File: src/rtl/benes_ctrl_sched.sv
// Skews per-stage Benes control slices so stage s sees a job's bits s cycles after entry, tracks validity/ID, gates admission by credits.
// Optional BENES_CTRL_HOLD_EN: idle stages repeat their last valid slice instead of driving 0.
module benes_ctrl_sched #(
  parameter int SIZE    = 32,
  parameter int ID_W    = 4,
  parameter int CREDITS = 4,
  localparam int TAGWIDTH = $clog2(SIZE),
  localparam int STAGES   = 2*TAGWIDTH-1,
  localparam int HALF     = SIZE/2,
  localparam int BITWIDTH = STAGES*HALF,
  localparam int CW       = $clog2(CREDITS+1)
) (
  input  logic                clk,
  input  logic                rst,
  input  logic                in_valid,
  output logic                in_ready,
  input  logic [BITWIDTH-1:0] in_ctrl,
  input  logic [ID_W-1:0]     in_id,
  output logic [BITWIDTH-1:0] ctrl_bits,
  output logic [STAGES-1:0]   stage_valid,
  output logic                out_valid,
  output logic [ID_W-1:0]     out_id,
  input  logic                cred_return,
  output logic [CW-1:0]       credit_cnt,
  output logic                err_credit_ovf
);

  logic [CW-1:0] r_credit;
  logic          r_err;
  logic          w_ready;
  logic          w_accept;
  logic          w_ovf;
  logic          w_ret;

  // in_ready comes from registered credit state only
  assign w_ready  = (r_credit != '0);
  assign w_accept = in_valid && w_ready;
  assign w_ovf    = cred_return && (r_credit == CW'(CREDITS)) && !w_accept;
  assign w_ret    = cred_return && !w_ovf;

  always_ff @(posedge clk or posedge rst) begin
    if (rst) begin
      r_credit <= CW'(CREDITS);
      r_err    <= 1'b0;
    end else begin
      r_credit <= r_credit - CW'(w_accept) + CW'(w_ret);
      r_err    <= r_err | w_ovf;
    end
  end

  assign in_ready       = w_ready;
  assign credit_cnt     = r_credit;
  assign err_credit_ovf = r_err;

  // Slot k keeps only the slices for stages k..STAGES-1; each hop drops the lowest one.
  for (genvar k = 1; k < STAGES; k++) begin : g_slot
    localparam int W = (STAGES-k)*HALF;
    logic [W-1:0]    r_ctrl;
    logic            r_vld;
    logic [ID_W-1:0] r_id;
    logic [W-1:0]    w_prev_ctrl;
    logic            w_prev_vld;
    logic [ID_W-1:0] w_prev_id;

    if (k == 1) begin : g_src
      assign w_prev_ctrl = in_ctrl[BITWIDTH-1:HALF];
      assign w_prev_vld  = w_accept;
      assign w_prev_id   = in_id;
    end else begin : g_src
      assign w_prev_ctrl = g_slot[k-1].r_ctrl[W+HALF-1:HALF];
      assign w_prev_vld  = g_slot[k-1].r_vld;
      assign w_prev_id   = g_slot[k-1].r_id;
    end

    always_ff @(posedge clk or posedge rst) begin
      if (rst) begin
        r_ctrl <= '0;
        r_vld  <= 1'b0;
        r_id   <= '0;
      end else begin
        r_ctrl <= w_prev_ctrl;
        r_vld  <= w_prev_vld;
        r_id   <= w_prev_id;
      end
    end
  end

  for (genvar s = 0; s < STAGES; s++) begin : g_stage
    logic [HALF-1:0] w_live;
    logic [HALF-1:0] w_idle;
    logic            w_vld;

    if (s == 0) begin : g_src
      assign w_live = in_ctrl[HALF-1:0];
      assign w_vld  = w_accept;
    end else begin : g_src
      assign w_live = g_slot[s].r_ctrl[HALF-1:0];
      assign w_vld  = g_slot[s].r_vld;
    end

`ifdef BENES_CTRL_HOLD_EN
    logic [HALF-1:0] r_hold;
    always_ff @(posedge clk or posedge rst) begin
      if (rst) begin
        r_hold <= '0;
      end else if (w_vld) begin
        r_hold <= w_live;
      end
    end
    assign w_idle = r_hold;
`else
    assign w_idle = '0;
`endif

    assign ctrl_bits[s*HALF +: HALF] = w_vld ? w_live : w_idle;
    assign stage_valid[s]            = w_vld;
  end

  assign out_valid = g_slot[STAGES-1].r_vld;
  assign out_id    = g_slot[STAGES-1].r_vld ? g_slot[STAGES-1].r_id : '0;

endmodule
File: config.mk
export PLATFORM = sky130hd
export DESIGN_NAME = benes_ctrl_sched
export DESIGN_NICKNAME = d
export VERILOG_FILES = /design/src/rtl/benes_ctrl_sched.sv
export SDC_FILE = /design/constraint.sdc
export NUM_CORES = 1
export LEC_CHECK = 0
export CELL_PAD_IN_SITES_DETAIL_PLACEMENT = 0
export CELL_PAD_IN_SITES_GLOBAL_PLACEMENT = 1
export CORE_ASPECT_RATIO = 1.1
export CORE_MARGIN = 2
export CORE_UTILIZATION = 47
export DETAILED_ROUTE_END_ITERATION = 10
export PLACE_DENSITY = 0.8
export SLEW_MARGIN = 20
export SYNTH_ARGS = -nofsm -noshare
export SYNTH_HDL_FRONTEND = slang
export SYNTH_SLANG_ARGS = --single-unit
File: constraint.sdc
create_clock -name clk -period 61.7 [get_ports clk]
set_clock_uncertainty 0.2 [all_clocks]
set_input_delay 15.425 -clock clk [delete_from_list [all_inputs] [get_ports clk]]
set_output_delay 15.425 -clock clk [all_outputs]
set_load 0.05 [all_outputs]
==> results of run 1 <==
==> power by group <==
| part | total (mW) | switching [mW] | internal [mW] |
|---|---|---|---|
| sequential | 0.443 | 0.0134 | 0.429 |
| clock | 0.366 | 0.143 | 0.223 |
| combinational | 0.132 | 0.0855 | 0.0461 |
==> layout by cell type, fill, tap and decap left out, drive strengths merged, types with 2 or more instances in the layout <==
cell,count
dfrtp,619
clkdlybuf4s50,314
and2,148
clkbuf,83
clkinv,11
inv,7
bufinv,6
clkinvlp,6
buf,5
diode,3
nor2,2
xnor2,2
==> registers in the layout (all words and copies together), names as in the netlist <==
signal and cells:
err_credit_ovf 1, g_slot.r_ctrl 576, g_slot.r_id 32, out_valid 1, credit_cnt 3, g_slot.r_vld 7
==> area by class of cell <==
cell class / count / share of cell area (%)
Sequential cell: 620 / 69.1
Timing Repair Buffer: 319 / 14.2
Clock buffer: 83 / 7.83
Multi-Input combinational cell: 160 / 4.81
Tap cell: 444 / 2.47
Clock inverter: 25 / 1.38
Inverter: 5 / 0.117
Antenna cell: 3 / 0.0334
==> cells by family after synthesis <==
logic type / Yosys count / synth area share (%)
flops: 620 / 92.8
fa+ha+maj: 2 / 0.194
simple gates: 153 / 5.91
buf+inv: 24 / 0.785
compound gates: 3 / 0.247
xor+xnor: 2 / 0.105
==> worst max path at each step <==
stage | endpoint | cells after the start
floorplan | credit_cnt[0]$_DFF_PP0_ | 1
global placement | ctrl_bits[6] | 5
detailed placement | ctrl_bits[6] | 5
CTS | ctrl_bits[6] | 5
global route | ctrl_bits[6] | 5
finish | ctrl_bits[6] | 5
==> layer usage <==
metal / wire length, µm / up-vias / GRT usage [%]
met5: 73 / - / 0
met3: 2340 / 75 / 5.89
met1: 9790 / 3637 / 18.1
met4: 831 / 10 / 5.77
li1: - / 3198 / -
met2: 14100 / 252 / 25.6
==> results.cfg, run 1 <==
[global_routing]
grt_pass1_vias = 7988
grt_start_max_net_pins = 183
track_usage_pct = 15.3
grt_pass1_wl_um = 43200
antenna_found_initial = 9
grt-ovfl-total = 0

[setup_path]
endpoint_kind = primary output
slowest_delay_ns = 0.80
slowest_stage = clkdlybuf4s50_1
crit_buf_inv = 3
start_kind = primary input
worstPathCellList = clkdlybuf4s50_1 -> o31ai_4 -> inv_2 -> and2_4 -> clkdlybuf4s50_1
regToRegSetupSlack_ns = 59.37
crit_arrival_ns = 17.30
crit_required_ns = 46.08
startpoint = in_valid
r2r_cells = 7
r2r_end = credit_cnt[2]$_DFF_PP1_
criticalPathCategory = primary input to primary output
cpMostUsedCell = clkdlybuf4s50_1
cpLargestDelayFamily = buffers and inverters
r2r-start = credit_cnt[1]$_DFF_PP0_
crit_fanout = 18

[floorplan]
die_area_um2 = 37100
io_pins = 315
fp.dieH_um = 202
die_x_um = 184
rows = 72
core-area_um2 = 35100
initial_utilization_pct = 47.6

[route]
ant_nets = 0
via_per_inst = 4.32
firstDrtPassIters = 4
via_count = 7172
wl_per_cell_um = 16.3
drc = 0
drtIter0Drc = 355
wirelength_um = 27100

[final_layout]
design_area_um2 = 22400
areaGrowthSynthToFinish_pct = 34.2
fin_cells = 1659
nNetsFinal = 1317
drive_gt1_share_pct = 10.7
fillers = 2415
ff_latch_area_um2 = 15500
fin_util_pct = 63.9
multiInputGateArea_um2 = 1080

[place]
pre_cts_slack_ns = 28.77
dp.cells = 1548
gp_routability_congestion = 0.785
numPortBuffers = 314
post-dp-hpwl_um = 17100
post_dp_cell_area_um2 = 20400

[flow_run]
max_cap_violations = 0

[cts]
cts-htree-levels = 2
postCtsSetupBuffers = 0
root_buffer = clkbuf_16
worstSkewPairLatency_ns = 0.58
cts_tree = yes
numCtsBuffers = 57
hold_buffers = 0
ctsResizeCount = 0
cts.sinks = 620
cts.path.max_buffers = 3
path_clk_slew_ns = 0.07

[sta]
finalCritPeriodShare_pct = 53.4
slew_violations = 0
finalSetupViolCount = 0
final-hold-violation-count = 0
fin_hold_ws_ns = 0.141
setup_ws_ns = 28.78
tns_ns = 0
relSlewSlack_pct = 36.4
min_period_ns = 32.93
grt_setup_unrepaired = no
timing.fmax_mhz = 30.4
worst_pin_slew_ns = 0.954

[synthesis]
ys_warn_count = 0
syn_inst = 804
synth_top_area_share_pct = 92.6
synth_edf_count = 0
syn_area_um2 = 16700
avgSynthCellArea_um2 = 20.8
synth_seq_cells = 620
synth_nets = 958
yosysSeqAreaShare_pct = 92.8
yosys-top-cells-count = 619 x dfrtp_1, 132 x and2_1, 9 x and2_4, 9 x buf_4, 9 x clkbuf_1
synth_most_common_cell = dfrtp_1
synth_cell_type_count = 20
synth_area_leaders = dfrtp_1 93%, and2_1 4.9%, and2_4 0.47%
yosys.area.top_type = dfrtp_1
yosys_most_used_dff = dfrtp_1
async_reset_ff_share_pct = 100

[outcome]
status = complete, no violations

[min_path]
holdPathStages = 0
hp-class = flop to flop
holdCritStartpoint = g_slot[3].r_ctrl[77]$_DFF_PP0_
worstHoldEndpoint = g_slot[4].r_ctrl[61]$_DFF_PP0_

[pwr]
leakagePower_nw = 9.93
irDropWorstVdd_v = 0.0000278
p_per_area_nw_per_um2 = 41.9
p_total_mw = 0.941
Power figures use the tool's default switching activity.
==> inputs of run 2 (changes only) <==
--- a/config.mk
+++ b/config.mk
@@ -9,9 +9,9 @@
 export CELL_PAD_IN_SITES_GLOBAL_PLACEMENT = 1
 export CORE_ASPECT_RATIO = 1.1
 export CORE_MARGIN = 2
-export CORE_UTILIZATION = 47
+export CORE_UTILIZATION = 43
 export DETAILED_ROUTE_END_ITERATION = 10
-export PLACE_DENSITY = 0.8
+export PLACE_DENSITY = 0.74
 export SLEW_MARGIN = 20
 export SYNTH_ARGS = -nofsm -noshare
 export SYNTH_HDL_FRONTEND = slang
==> constraint.sdc (replaced) <==
create_clock -name clk -period 33.4 [get_ports clk]
set_clock_uncertainty 0.2 [all_clocks]
set_input_delay 8.35 -clock clk [delete_from_list [all_inputs] [get_ports clk]]
set_output_delay 8.35 -clock clk [all_outputs]
set_load 0.05 [all_outputs]
==> results.cfg, run 2 (synthesis gave the netlist of run 1 again) <==
[outcome]
status = complete, no violations

[setup_path]
slowest_delay_ns = 0.81
startpoint = in_valid
cpMostUsedCell = clkdlybuf4s50_1
crit_required_ns = 24.85
crit_buf_inv = 3
crit_fanout = 18
worstPathCellList = clkdlybuf4s50_1 -> o31ai_4 -> inv_2 -> and2_2 -> clkdlybuf4s50_1
cpLargestDelayFamily = buffers and inverters
r2r-start = credit_cnt[1]$_DFF_PP0_
criticalPathCategory = primary input to primary output
slowest_stage = clkdlybuf4s50_1
endpoint_kind = primary output
crit_arrival_ns = 10.21
start_kind = primary input

[final_layout]
ff_latch_area_um2 = 15500
largest_register_ffs = 576
drive_gt1_share_pct = 10.4
regMostFlops = g_slot.r_ctrl
nNetsFinal = 1317
areaGrowthSynthToFinish_pct = 34.4
final_common_cell = dfrtp_1
fillers = 2898
final_cell_mix = 619 x dfrtp_1, 314 x clkdlybuf4s50_1, 132 x and2_1, 57 x clkbuf_16, 12 x clkbuf_8
fin_util_pct = 58.7
multiInputGateArea_um2 = 1080
largestRegisters = g_slot.r_ctrl: 576 flops, g_slot.r_id: 32 flops, g_slot.r_vld: 7 flops

[floorplan]
io_pins = 315
initial_utilization_pct = 43.7
fp.dieH_um = 211
die_x_um = 192
rows = 75
core-area_um2 = 38300
die_area_um2 = 40500

[pwr]
p_per_area_nw_per_um2 = 77.2
leakagePower_nw = 9.92
irDropWorstVdd_v = 0.0000592

[sta]
worst_pin_slew_ns = 0.943
finalSetupViolCount = 0
timing.fmax_mhz = 53.3
tns_ns = 0
finalCritPeriodShare_pct = 56.2
min_period_ns = 18.76
grt_setup_unrepaired = no
setup_ws_ns = 14.64
slew_violations = 0
final-hold-violation-count = 0
relSlewSlack_pct = 37.1

[global_routing]
grt.met3_usage_pct = 3.19
grt_busiest_layer = met2
antenna_found_initial = 2
grt-ovfl-total = 0
grt_start_max_net_pins = 190
track_usage_pct = 13.9
grt_pass1_wl_um = 42700
grt.met1_usage_pct = 17.1
met2_usage_pct = 23.7
grt_pass1_vias = 7708

[route]
via_per_inst = 4.17
drtIter0Drc = 351
via_count = 7137
drc = 0
wl_per_cell_um = 16.1
wirelength_um = 27600
ant_nets = 0
firstDrtPassIters = 4

[cts]
cts.sinks = 620
path_clk_slew_ns = 0.06
ctsResizeCount = 0
numCtsBuffers = 57
cts.path.max_buffers = 3
worstSkewPairLatency_ns = 0.58
hold_buffers = 0
root_buffer = clkbuf_16
cts_tree = yes
postCtsSetupBuffers = 0
cts-htree-levels = 2

[place]
numPortBuffers = 314
pre_cts_slack_ns = 14.63
gp_routability_congestion = 0.740
post-dp-hpwl_um = 17800

[min_path]
holdCritStartpoint = g_slot[4].r_ctrl[16]$_DFF_PP0_
hp-class = flop to flop

[flow_run]
max_cap_violations = 0
run 2: layout make-up:
cell class	instances	share of cell area [%]
Antenna cell	2	0.0223
Timing Repair Buffer	319	14.2
Clock buffer	76	7.20
Inverter	5	0.117
Clock inverter	30	1.82
Sequential cell	620	69.0
Tap cell	500	2.78
Multi-Input combinational cell	160	4.80
run 2: layer usage:
metal  part of all wire, %  up-vias
met5                     0        -
met2                    53      185
met1                    38     3704
li1                      -     3189
met4                   3.5        0
met3                   5.0       59
run 2: worst reg2reg max path: cells and delay by family (launching register included):
| kind | cells | cell delay [ns] |
|---|---|---|
| compound gates | 1 | 0.09 |
| xor+xnor | 2 | 0.33 |
| simple gates | 1 | 0.56 |
| fa+ha+maj | 2 | 0.54 |
| flops | 1 | 0.49 |
| buf+inv | 1 | 0.04 |
run 2: power by group:
part	internal, mW	switching [mW]	total (mW)
Combinational	0.0852	0.158	0.244
Sequential	0.793	0.0250	0.818
Clock	0.411	0.264	0.675
Total	1.29	0.447	1.74
run 2: stage by stage:
step	power [mW]	instance area (µm²)	std cells	hold WS, ns
finish	1.74	22500	1712	0.129
global route	1.81	22500	1712	0.146
CTS	1.76	22500	1710	0.137
detailed placement	1.08	20400	1604	0.135
global placement	1.08	20400	1604	0.131
floorplan	0.984	16700	804	0.131
run 2: final timing paths:
check | to | slack [ns] | cells past startpoint
worst min-delay path | g_slot[5].r_ctrl[0]$_DFF_PP0_ | 0.13 | 0
min in group asynchronous | g_slot[1].r_ctrl[124]$_DFF_PP0_ | 8.12 | 2
worst max-delay path | ctrl_bits[4] | 14.64 | 5
worst max register to register | credit_cnt[2]$_DFF_PP1_ | 31.08 | 7
max in group asynchronous | g_slot[4].r_ctrl[16]$_DFF_PP0_ | 22.02 | 5
worst min register to register | g_slot[5].r_ctrl[0]$_DFF_PP0_ | 0.13 | 0
==> inputs of run 3 (changes only) <==
==> constraint.sdc (replaced) <==
create_clock -name clk -period 18.6 [get_ports clk]
set_clock_uncertainty 0.2 [all_clocks]
set_input_delay 4.65 -clock clk [delete_from_list [all_inputs] [get_ports clk]]
set_output_delay 4.65 -clock clk [all_outputs]
set_load 0.05 [all_outputs]
==> results.cfg, run 3 (synthesis gave the netlist of run 1 again) <==
[global_routing]
grt_start_max_net_pins = 195
grt_pass1_vias = 7530
grt_pass1_wl_um = 41700
grt-ovfl-total = 0
track_usage_pct = 13.7
antenna_found_initial = 2

[floorplan]
fp.dieH_um = 211
rows = 75
core-area_um2 = 38300
die_area_um2 = 40500
io_pins = 315
die_x_um = 192
initial_utilization_pct = 43.7

[sta]
tns_ns = 0
grt_setup_unrepaired = no
fin_hold_ws_ns = 0.139
timing.fmax_mhz = 88.2
relSlewSlack_pct = 41.7
finalSetupViolCount = 0
slew_violations = 0
worst_pin_slew_ns = 0.875
final-hold-violation-count = 0
setup_ws_ns = 7.26
min_period_ns = 11.34
finalCritPeriodShare_pct = 61.0

[final_layout]
largest_register_ffs = 576
nNetsFinal = 1317
largestRegisters = g_slot.r_ctrl: 576 flops, g_slot.r_id: 32 flops, g_slot.r_vld: 7 flops
final_cell_mix = 619 x dfrtp_1, 314 x clkdlybuf4s50_1, 132 x and2_1, 56 x clkbuf_16, 15 x clkbuf_8
ff_latch_area_um2 = 15500
final_common_cell = dfrtp_1
fin_util_pct = 58.6
fin_cells = 1708
multiInputGateArea_um2 = 1080
areaGrowthSynthToFinish_pct = 34.1
design_area_um2 = 22400
fillers = 2870
drive_gt1_share_pct = 9.62
regMostFlops = g_slot.r_ctrl

[setup_path]
start_kind = primary input
criticalPathCategory = primary input to primary output
endpoint_kind = primary output
crit_fanout = 18
crit_arrival_ns = 6.49
crit_required_ns = 13.75

[route]
firstDrtPassIters = 5
drtIter0Drc = 362
wl_per_cell_um = 15.9
wirelength_um = 27200
via_count = 7108
drc = 0
ant_nets = 0
via_per_inst = 4.16

[pwr]
p_total_mw = 3.08
p_per_area_nw_per_um2 = 137
leakagePower_nw = 9.88
irDropWorstVdd_v = 0.0000842

[cts]
ctsResizeCount = 0
cts.sinks = 620
cts-htree-levels = 2
root_buffer = clkbuf_16
numCtsBuffers = 55
postCtsSetupBuffers = 0
cts.path.max_buffers = 3
worstSkewPairLatency_ns = 0.57
cts_tree = yes
hold_buffers = 0
path_clk_slew_ns = 0.06

[place]
pre_cts_slack_ns = 7.25
numPortBuffers = 314
gp_routability_congestion = 0.747
post_dp_cell_area_um2 = 20400
dp.cells = 1605
post-dp-hpwl_um = 17600

[outcome]
status = complete, no violations

[min_path]
hp-class = flop to flop

[flow_run]
max_cap_violations = 0
-- run 3: cell types whose count changed in the layout (fill, tap and decap cells not counted), sizes merged --
| cell | change |
|---|---|
| bufinv | -2 |
| clkbuf | +8 |
| clkinv | -8 |
| inv | -3 |
| clkinvlp | -1 |
| buf | +2 |
-- run 3: area by class of cell --
cell class | count | share of cell area (%)
tap | 500 | 2.79
clock inverter | 16 | 1.27
timing repair buffer | 321 | 14.5
clock buffer | 84 | 7.38
sequential | 620 | 69.2
inverter | 5 | 0.100
multi-input combinational | 160 | 4.81
antenna | 2 | 0.0223
-- run 3: per-layer routing --
layer  track usage (%)  wire [µm]  part of all wire [%]  up-vias
li1                  -          -                     -     3180
met1              16.6      10300                    38     3703
met2              23.8      14900                    55      170
met3              3.26       1350                   4.9       55
met4              5.40        673                   2.5        0
met5                 0          0                     0        -
-- run 3: power by group --
part           switching, mW  total, mW  internal (mW)  leakage (nW)
Combinational          0.284      0.438          0.154          1.72
Sequential            0.0445       1.47           1.42          7.22
Clock                  0.459       1.17          0.711         0.942
Total                  0.788       3.08           2.29          9.88
-- run 3: final timing paths --
kind                                           startpoint                        endpoint  slack, ns  cells after the start
hold / removal             g_slot[3].r_ctrl[78]$_DFF_PP0_  g_slot[4].r_ctrl[62]$_DFF_PP0_       0.14                      0
max in group asynchronous                             rst  g_slot[4].r_ctrl[10]$_DFF_PP0_      11.63                      5
min in group asynchronous                             rst  g_slot[3].r_ctrl[51]$_DFF_PP0_       4.21                      2
setup / recovery                                 in_valid                    ctrl_bits[1]       7.26                      5
setup reg to reg                  credit_cnt[1]$_DFF_PP0_         credit_cnt[2]$_DFF_PP1_      16.27                      7
hold reg to reg            g_slot[3].r_ctrl[78]$_DFF_PP0_  g_slot[4].r_ctrl[62]$_DFF_PP0_       0.14                      0
-- run 3: worst max-delay path, stage by stage --
cell	delay [ns]
clkdlybuf4s50_1	0.53
o31ai_4	0.10
inv_2	0.21
and2_2	0.19
clkdlybuf4s50_1	0.80
